<file path="config.mk">
export PLATFORM = sky130hd
export DESIGN_NAME = con_window_gen
export DESIGN_NICKNAME = d
export VERILOG_FILES = /design/src/rtl/con_window_gen.sv
export SDC_FILE = /design/constraint.sdc
export NUM_CORES = 2
export LEC_CHECK = 0
export CORE_ASPECT_RATIO = 0.8
export CORE_MARGIN = 3
export CORE_UTILIZATION = 45
export DETAILED_ROUTE_END_ITERATION = 16
export SLEW_MARGIN = 0
export SYNTH_ARGS = -nofsm -noshare
export SYNTH_HDL_FRONTEND = slang
export SYNTH_SLANG_ARGS = --single-unit
export TNS_END_PERCENT = 100
</file>
<file path="constraint.sdc">
create_clock -name clk -period 5.04 [get_ports clk]
set_input_delay 1.008 -clock clk [delete_from_list [all_inputs] [get_ports clk]]
set_output_delay 1.008 -clock clk [all_outputs]
set_load 0.02 [all_outputs]
</file>
<file path="src/rtl/con_window_gen.sv">
// Streaming 7x7 window generator for the con convolution engine.
// Takes one pixel per cycle in raster order, keeps the six previous image
// rows in line buffers, and emits every complete 7x7 neighbourhood as a
// packed 49-lane bus with a one-cycle enable strobe ("valid" windows only).
module con_window_gen #(
  parameter int IMA    = 8,
  parameter int K      = 7,
  parameter int WIDTH  = 28,
  parameter int HEIGHT = 28
) (
  input  logic                        clk,
  input  logic                        rst_n,
  input  logic                        pix_valid,
  input  logic [IMA-1:0]              pix_in,
  output logic [IMA*K*K-1:0]          ima,
  output logic                        enable,
  output logic [$clog2(HEIGHT)-1:0]   win_row,
  output logic [$clog2(WIDTH)-1:0]    win_col,
  output logic                        frame_done
);

  localparam int CW = $clog2(WIDTH);
  localparam int RW = $clog2(HEIGHT);

  // Input raster position of the pixel currently on pix_in.
  logic [CW-1:0] col_q;
  logic [RW-1:0] row_q;

  // Line buffers: row 0 is the previous image row, row K-2 the oldest.
  logic [IMA-1:0] lb_mem [K-1][WIDTH];

  // Window shift array and its next state.
  logic [IMA-1:0] win_q [K][K];
  logic [IMA-1:0] win_d [K][K];
  logic [IMA*K*K-1:0] ima_d;

  // Registered outputs.
  logic [IMA*K*K-1:0] ima_q;
  logic               enable_q;
  logic               frame_done_q;
  logic [RW-1:0]      win_row_q;
  logic [CW-1:0]      win_col_q;

  logic last_col;
  logic last_row;
  logic complete;

  assign last_col = (col_q == CW'(WIDTH - 1));
  assign last_row = (row_q == RW'(HEIGHT - 1));
  // Both gates together keep windows from straddling a row wrap or a frame.
  assign complete = (row_q >= RW'(K - 1)) && (col_q >= CW'(K - 1));

  // Next window: shift every row left, load the vertical taps into column K-1.
  // NOTE: every signal written here gets a default first so no latch is inferred.
  always_comb begin
    win_d = win_q;
    ima_d = '0;
    for (int r = 0; r < K; r++) begin
      for (int c = 0; c < K - 1; c++) begin
        win_d[r][c] = win_q[r][c+1];
      end
    end
    for (int r = 0; r < K - 1; r++) begin
      win_d[r][K-1] = lb_mem[K-2-r][col_q];
    end
    win_d[K-1][K-1] = pix_in;
    for (int r = 0; r < K; r++) begin
      for (int c = 0; c < K; c++) begin
        ima_d[(r*K+c)*IMA +: IMA] = win_d[r][c];
      end
    end
  end

  // Line-buffer cascade: each accepted pixel pushes its column one row older.
  // NOTE: the RAM has no reset; stale contents are never emitted because the
  // row gate only opens once six fresh rows of the current frame are stored.
  always_ff @(posedge clk) begin
    if (pix_valid) begin
      for (int k = 0; k < K - 2; k++) begin
        lb_mem[k+1][col_q] <= lb_mem[k][col_q];
      end
      lb_mem[0][col_q] <= pix_in;
    end
  end

  // Raster counters advance only on accepted pixels; row wrap starts a new frame.
  // NOTE: sequential state uses non-blocking assignments so every register
  // samples the pre-edge values of the others.
  always_ff @(posedge clk or negedge rst_n) begin
    if (!rst_n) begin
      col_q <= '0;
      row_q <= '0;
    end else if (pix_valid) begin
      if (last_col) begin
        col_q <= '0;
        row_q <= last_row ? '0 : row_q + RW'(1);
      end else begin
        col_q <= col_q + CW'(1);
      end
    end
  end

  // Window array and registered outputs; ima/win_* hold until the next window.
  always_ff @(posedge clk or negedge rst_n) begin
    if (!rst_n) begin
      for (int r = 0; r < K; r++) begin
        for (int c = 0; c < K; c++) begin
          win_q[r][c] <= '0;
        end
      end
      ima_q        <= '0;
      enable_q     <= 1'b0;
      frame_done_q <= 1'b0;
      win_row_q    <= '0;
      win_col_q    <= '0;
    end else begin
      enable_q     <= pix_valid && complete;
      frame_done_q <= pix_valid && last_row && last_col;
      if (pix_valid) begin
        win_q <= win_d;
        if (complete) begin
          ima_q     <= ima_d;
          win_row_q <= row_q - RW'(K - 1);
          win_col_q <= col_q - CW'(K - 1);
        end
      end
    end
  end

  assign ima        = ima_q;
  assign enable     = enable_q;
  assign frame_done = frame_done_q;
  assign win_row    = win_row_q;
  assign win_col    = win_col_q;

endmodule

</file>
==> impl_summary.md <==
Outcome
The flow ran to the end, and the final reports show no timing, DRC or antenna violations.

Critical path
On the worst path, the slowest cell contributes a delay of 0.78 ns. The launch point of the worst reg-to-reg path is col_q[2]. STA classifies the critical path endpoint as a flop. The worst setup path is of the flop to flop kind. The most used cell along the critical path is sky130_fd_sc_hd__buf_4. STA puts the critical path data required time at 5.78 ns.

Data arrives at the worst endpoint at 4.62 ns. Walking the worst path, the cells encountered are buf_4 > ha_1 > a2111oi_0 > or3b_4 > buf_4 > buf_4 > nand2_1 > nand2_1. The flop-to-flop setup slack is 1.16 ns. The slowest stage cell on the critical path is sky130_fd_sc_hd__a2111oi_0. The number of cells on the worst reg-to-reg path is 8. Of all nets on the critical path, the largest fanout is 68. The worst register-to-register path ends at ima[338]. The kind of start point of the critical path is a flop.

Clock network
The insertion delay to the later sink of the worst-skew pair is 0.82 ns. The cell at the root of the clock tree is sky130_fd_sc_hd__clkbuf_16. The number of buffers created by CTS is 196. The count of buffers added by post-CTS timing repair for setup is 0. The count of instances resized after the clock tree is built is 0.

Buffers inserted to repair hold after CTS numbered 0. The maximum count of clock buffers along a single path is 3. The TritonCTS clock tree is yes.

The H-tree generated during clock tree synthesis spans 4 levels. The total clock sinks is 2094. The clock input transition at the sequential cells of the worst setup and hold paths is 0.07 ns.

Drt
The total length of routed met3 wires is 15.6 mm. The total length of routed wires is 213 mm. In the final routed layout, each cell accounts on average for 27.4 µm. Using the TritonRoute via totals, the vias-per-cell ratio works out to 5.63. After detailed routing, no signal wire sits above met4. In the final routing, the length of wire on met1 measures 92.6 mm.

After the first detailed-routing iteration, the DRC count stood at 4660. For this block, the via count after detailed routing is 43800. The routed wire length on met2 is 99.8 mm. In the routed design, unresolved DRC markers number 0. The pre-antenna-repair detailed-routing pass consisted of 6 iterations. The remaining antenna violation count after routing is 0.

Timing
The relative slew slack is 11.1%. The final hold slack is 0.129 ns. Derived from the worst setup path, the maximum achievable clock frequency is 0.258 GHz. The count of final hold-check violations is 0. Setup violations remaining at the end of the flow were counted as 0. Setup repair after global routing left no endpoint under its margin. The slew of the pin with the lowest slew margin is 1.33 ns. The clock arrives with 0.0432 ns of skew.

The count of pins over their slew limit is 0. The share of the clock period used by the worst path after layout is 76.9%. The summed negative setup slack over all endpoints is 0 ns.

The shortest period the worst path allows is 3.88 ns.

Placement
The number of placed cells counting well taps is 7418. Input and output buffers added on the ports amount to 414. The total half-perimeter wirelength after legalization and detailed placement is 126 mm. The global placement routability congestion is 0.798.

Finish
The fraction of final layout cells sized beyond drive strength 1 is 19.4%. The layout-stage area growth over the synthesis result is 17.5%. The final-layout fill cell count is 13900. The number of nets in the finished design is 5342. The final standard cell count with taps included and fillers excluded is 7774.

Pwr
The power density over the cells is 592 nW/µm². For this design the static power due to leakage is 35.6 nW. The maximum vdd ir drop is 0.000441 V. Overall power consumption after layout is estimated at 55.1 mW.

Die
The initial core utilization is 45.4%. The total area inside the core boundary comes to 175000 µm². Pin placement for this block handled 415 I/O pins.

The die covers 181000 µm². The overall die width is 475 µm. The count of standard-cell rows is 137.

Measured along the y axis, the die boundary spans 381 µm.

Logic synthesis
The largest total area in the synthesized netlist belongs to sky130_fd_sc_hd__edfxtp_1. The total standard cell area after synthesis is 79200 µm². After technology mapping, the gate count stands at 4813. The net count of the mapped netlist is 4832. The most used flip-flop cell after synthesis is sky130_fd_sc_hd__edfxtp_1. Counting instances in the post-synthesis netlist gives the leading cell types as sky130_fd_sc_hd__edfxtp_1, sky130_fd_sc_hd__nand2_1, sky130_fd_sc_hd__dfrtp_1, sky130_fd_sc_hd__mux2_2, sky130_fd_sc_hd__mux2i_1.

For this run, the number of Yosys warnings is 0. Sequential elements use 74.6% of the synthesized area. The number of flip-flops and latches in the synthesized netlist is 2094. After synthesis, the mean cell area works out to 16.5 µm². The async set-or-reset flop fraction in the synthesized netlist is 35.8%.

By area the synthesized netlist is led by sky130_fd_sc_hd__edfxtp_1, sky130_fd_sc_hd__dfrtp_1, sky130_fd_sc_hd__nand2_1. In this run the biggest area consumer among cell types represents 50.9% of the synthesized area. The number of synthesized flops with an enable pin is 1344. The number of distinct library cells after synthesis is 53.

The dominant cell by count in the synthesized netlist is sky130_fd_sc_hd__edfxtp_1.

GRT
The first global-routing pass estimated 308 mm of wire. The via count of the first global-routing pass is 43200. The largest net degree at the start of global routing is 177.

The total congestion overflow is 0. The total global-route track usage is 23.4%. The initial antenna violation count is 7.

Worst hold path
The class of the tightest hold or removal check is input pin to async pin.

Run
The tool flagged a number of max-cap violations equal to 0.
[report_power, final]
| part | total, mW | internal [mW] | switching, mW |
|---|---|---|---|
| clock network | 14.3 | 7.95 | 6.31 |
| logic | 15.3 | 4.91 | 10.4 |
| registers | 25.5 | 24.2 | 1.30 |
| total | 55.1 | 37.1 | 18.0 |
[area by class of cell]
class	count	area [µm²]	area share, %
clock buffer	282	5640	6.06
antenna	2	5.00	0.00538
tap	2293	2870	3.08
multi-input combinational	2454	19100	20.5
inverter	6	30.0	0.0323
timing repair buffer	571	5800	6.23
clock inverter	72	518	0.557
sequential	2094	59100	63.5
[registers in the layout (all words and copies together), names as in the netlist]
signal and flops:
lb_mem 1344, ima 392, ima_d 336, col_q 5, row_q 5, win_col 5
win_row 5, enable 1, frame_done 1
[how the worst max path moves through the flow]
stage	depth (start not counted)	slack (ns)	startpoint	endpoint
floorplan	5	0.44	pix_valid	lb_mem[0][1144]
global placement	8	1.25	col_q[2]	ima[145]
detailed placement	8	1.21	col_q[2]	ima[253]
CTS	8	1.19	col_q[2]	ima[253]
global route	8	0.91	col_q[2]	ima[260]
finish	8	1.16	col_q[2]	ima[338]
[metal layers]
layer | track usage [%] | vias to the layer above
met5 | 0 | -
met4 | 5.52 | 0
met3 | 4.42 | 288
met2 | 36.2 | 1488
met1 | 34.4 | 23200
li1 | - | 18800
[layout by cell type, fill, tap and decap left out, drive strengths merged, types with 9 or more instances in the layout]
cell and instances:
a211oi 43, a21oi 33, a22oi 89, buf 159, clkbuf 282, clkdlybuf4s50 412, clkinv 60, dfrtp 750
edfxtp 1344, inv 9, mux2 368, mux2i 320, mux4 176, nand2 1096, nand3 69, nor2 49
nor2b 9, o21ai 23, o22ai 102
[per-stage QoR]
stage	setup WS (ns)	utilization (%)	cell area [µm²]
6_report	1.16	53.3	93100
5_1_grt	0.909	53.3	93100
4_1_cts	1.19	53.3	93100
3_5_place_dp	1.21	49.8	86900
3_3_place_gp	1.25	49.8	86900
2_1_floorplan	0.437	-	79200
[cell families after synthesis]
kind of cell             count (synthesis)  synth area share [%]
flip-flops                            2094                  74.6
AND/OR/NAND/NOR                       1270                  6.50
multiplexers                           864                  14.3
AO/OA/AOI/OAI                          303                  2.78
buffers and inverters                  265                  1.58
XOR/XNOR                                 9                0.0995
adder cells (fa/ha/maj)                  8                 0.126
[critical path, delay by kind of cell (launching register included)]
kind	cells	cell delay [ns]
DFF	1	0.61
AOI/OAI and AO/OA	1	0.78
and+or+nand+nor	3	0.57
buffers and inverters	3	1.47
adders and majority gates	1	0.25
Note: power is estimated with default switching activity, not from simulation.
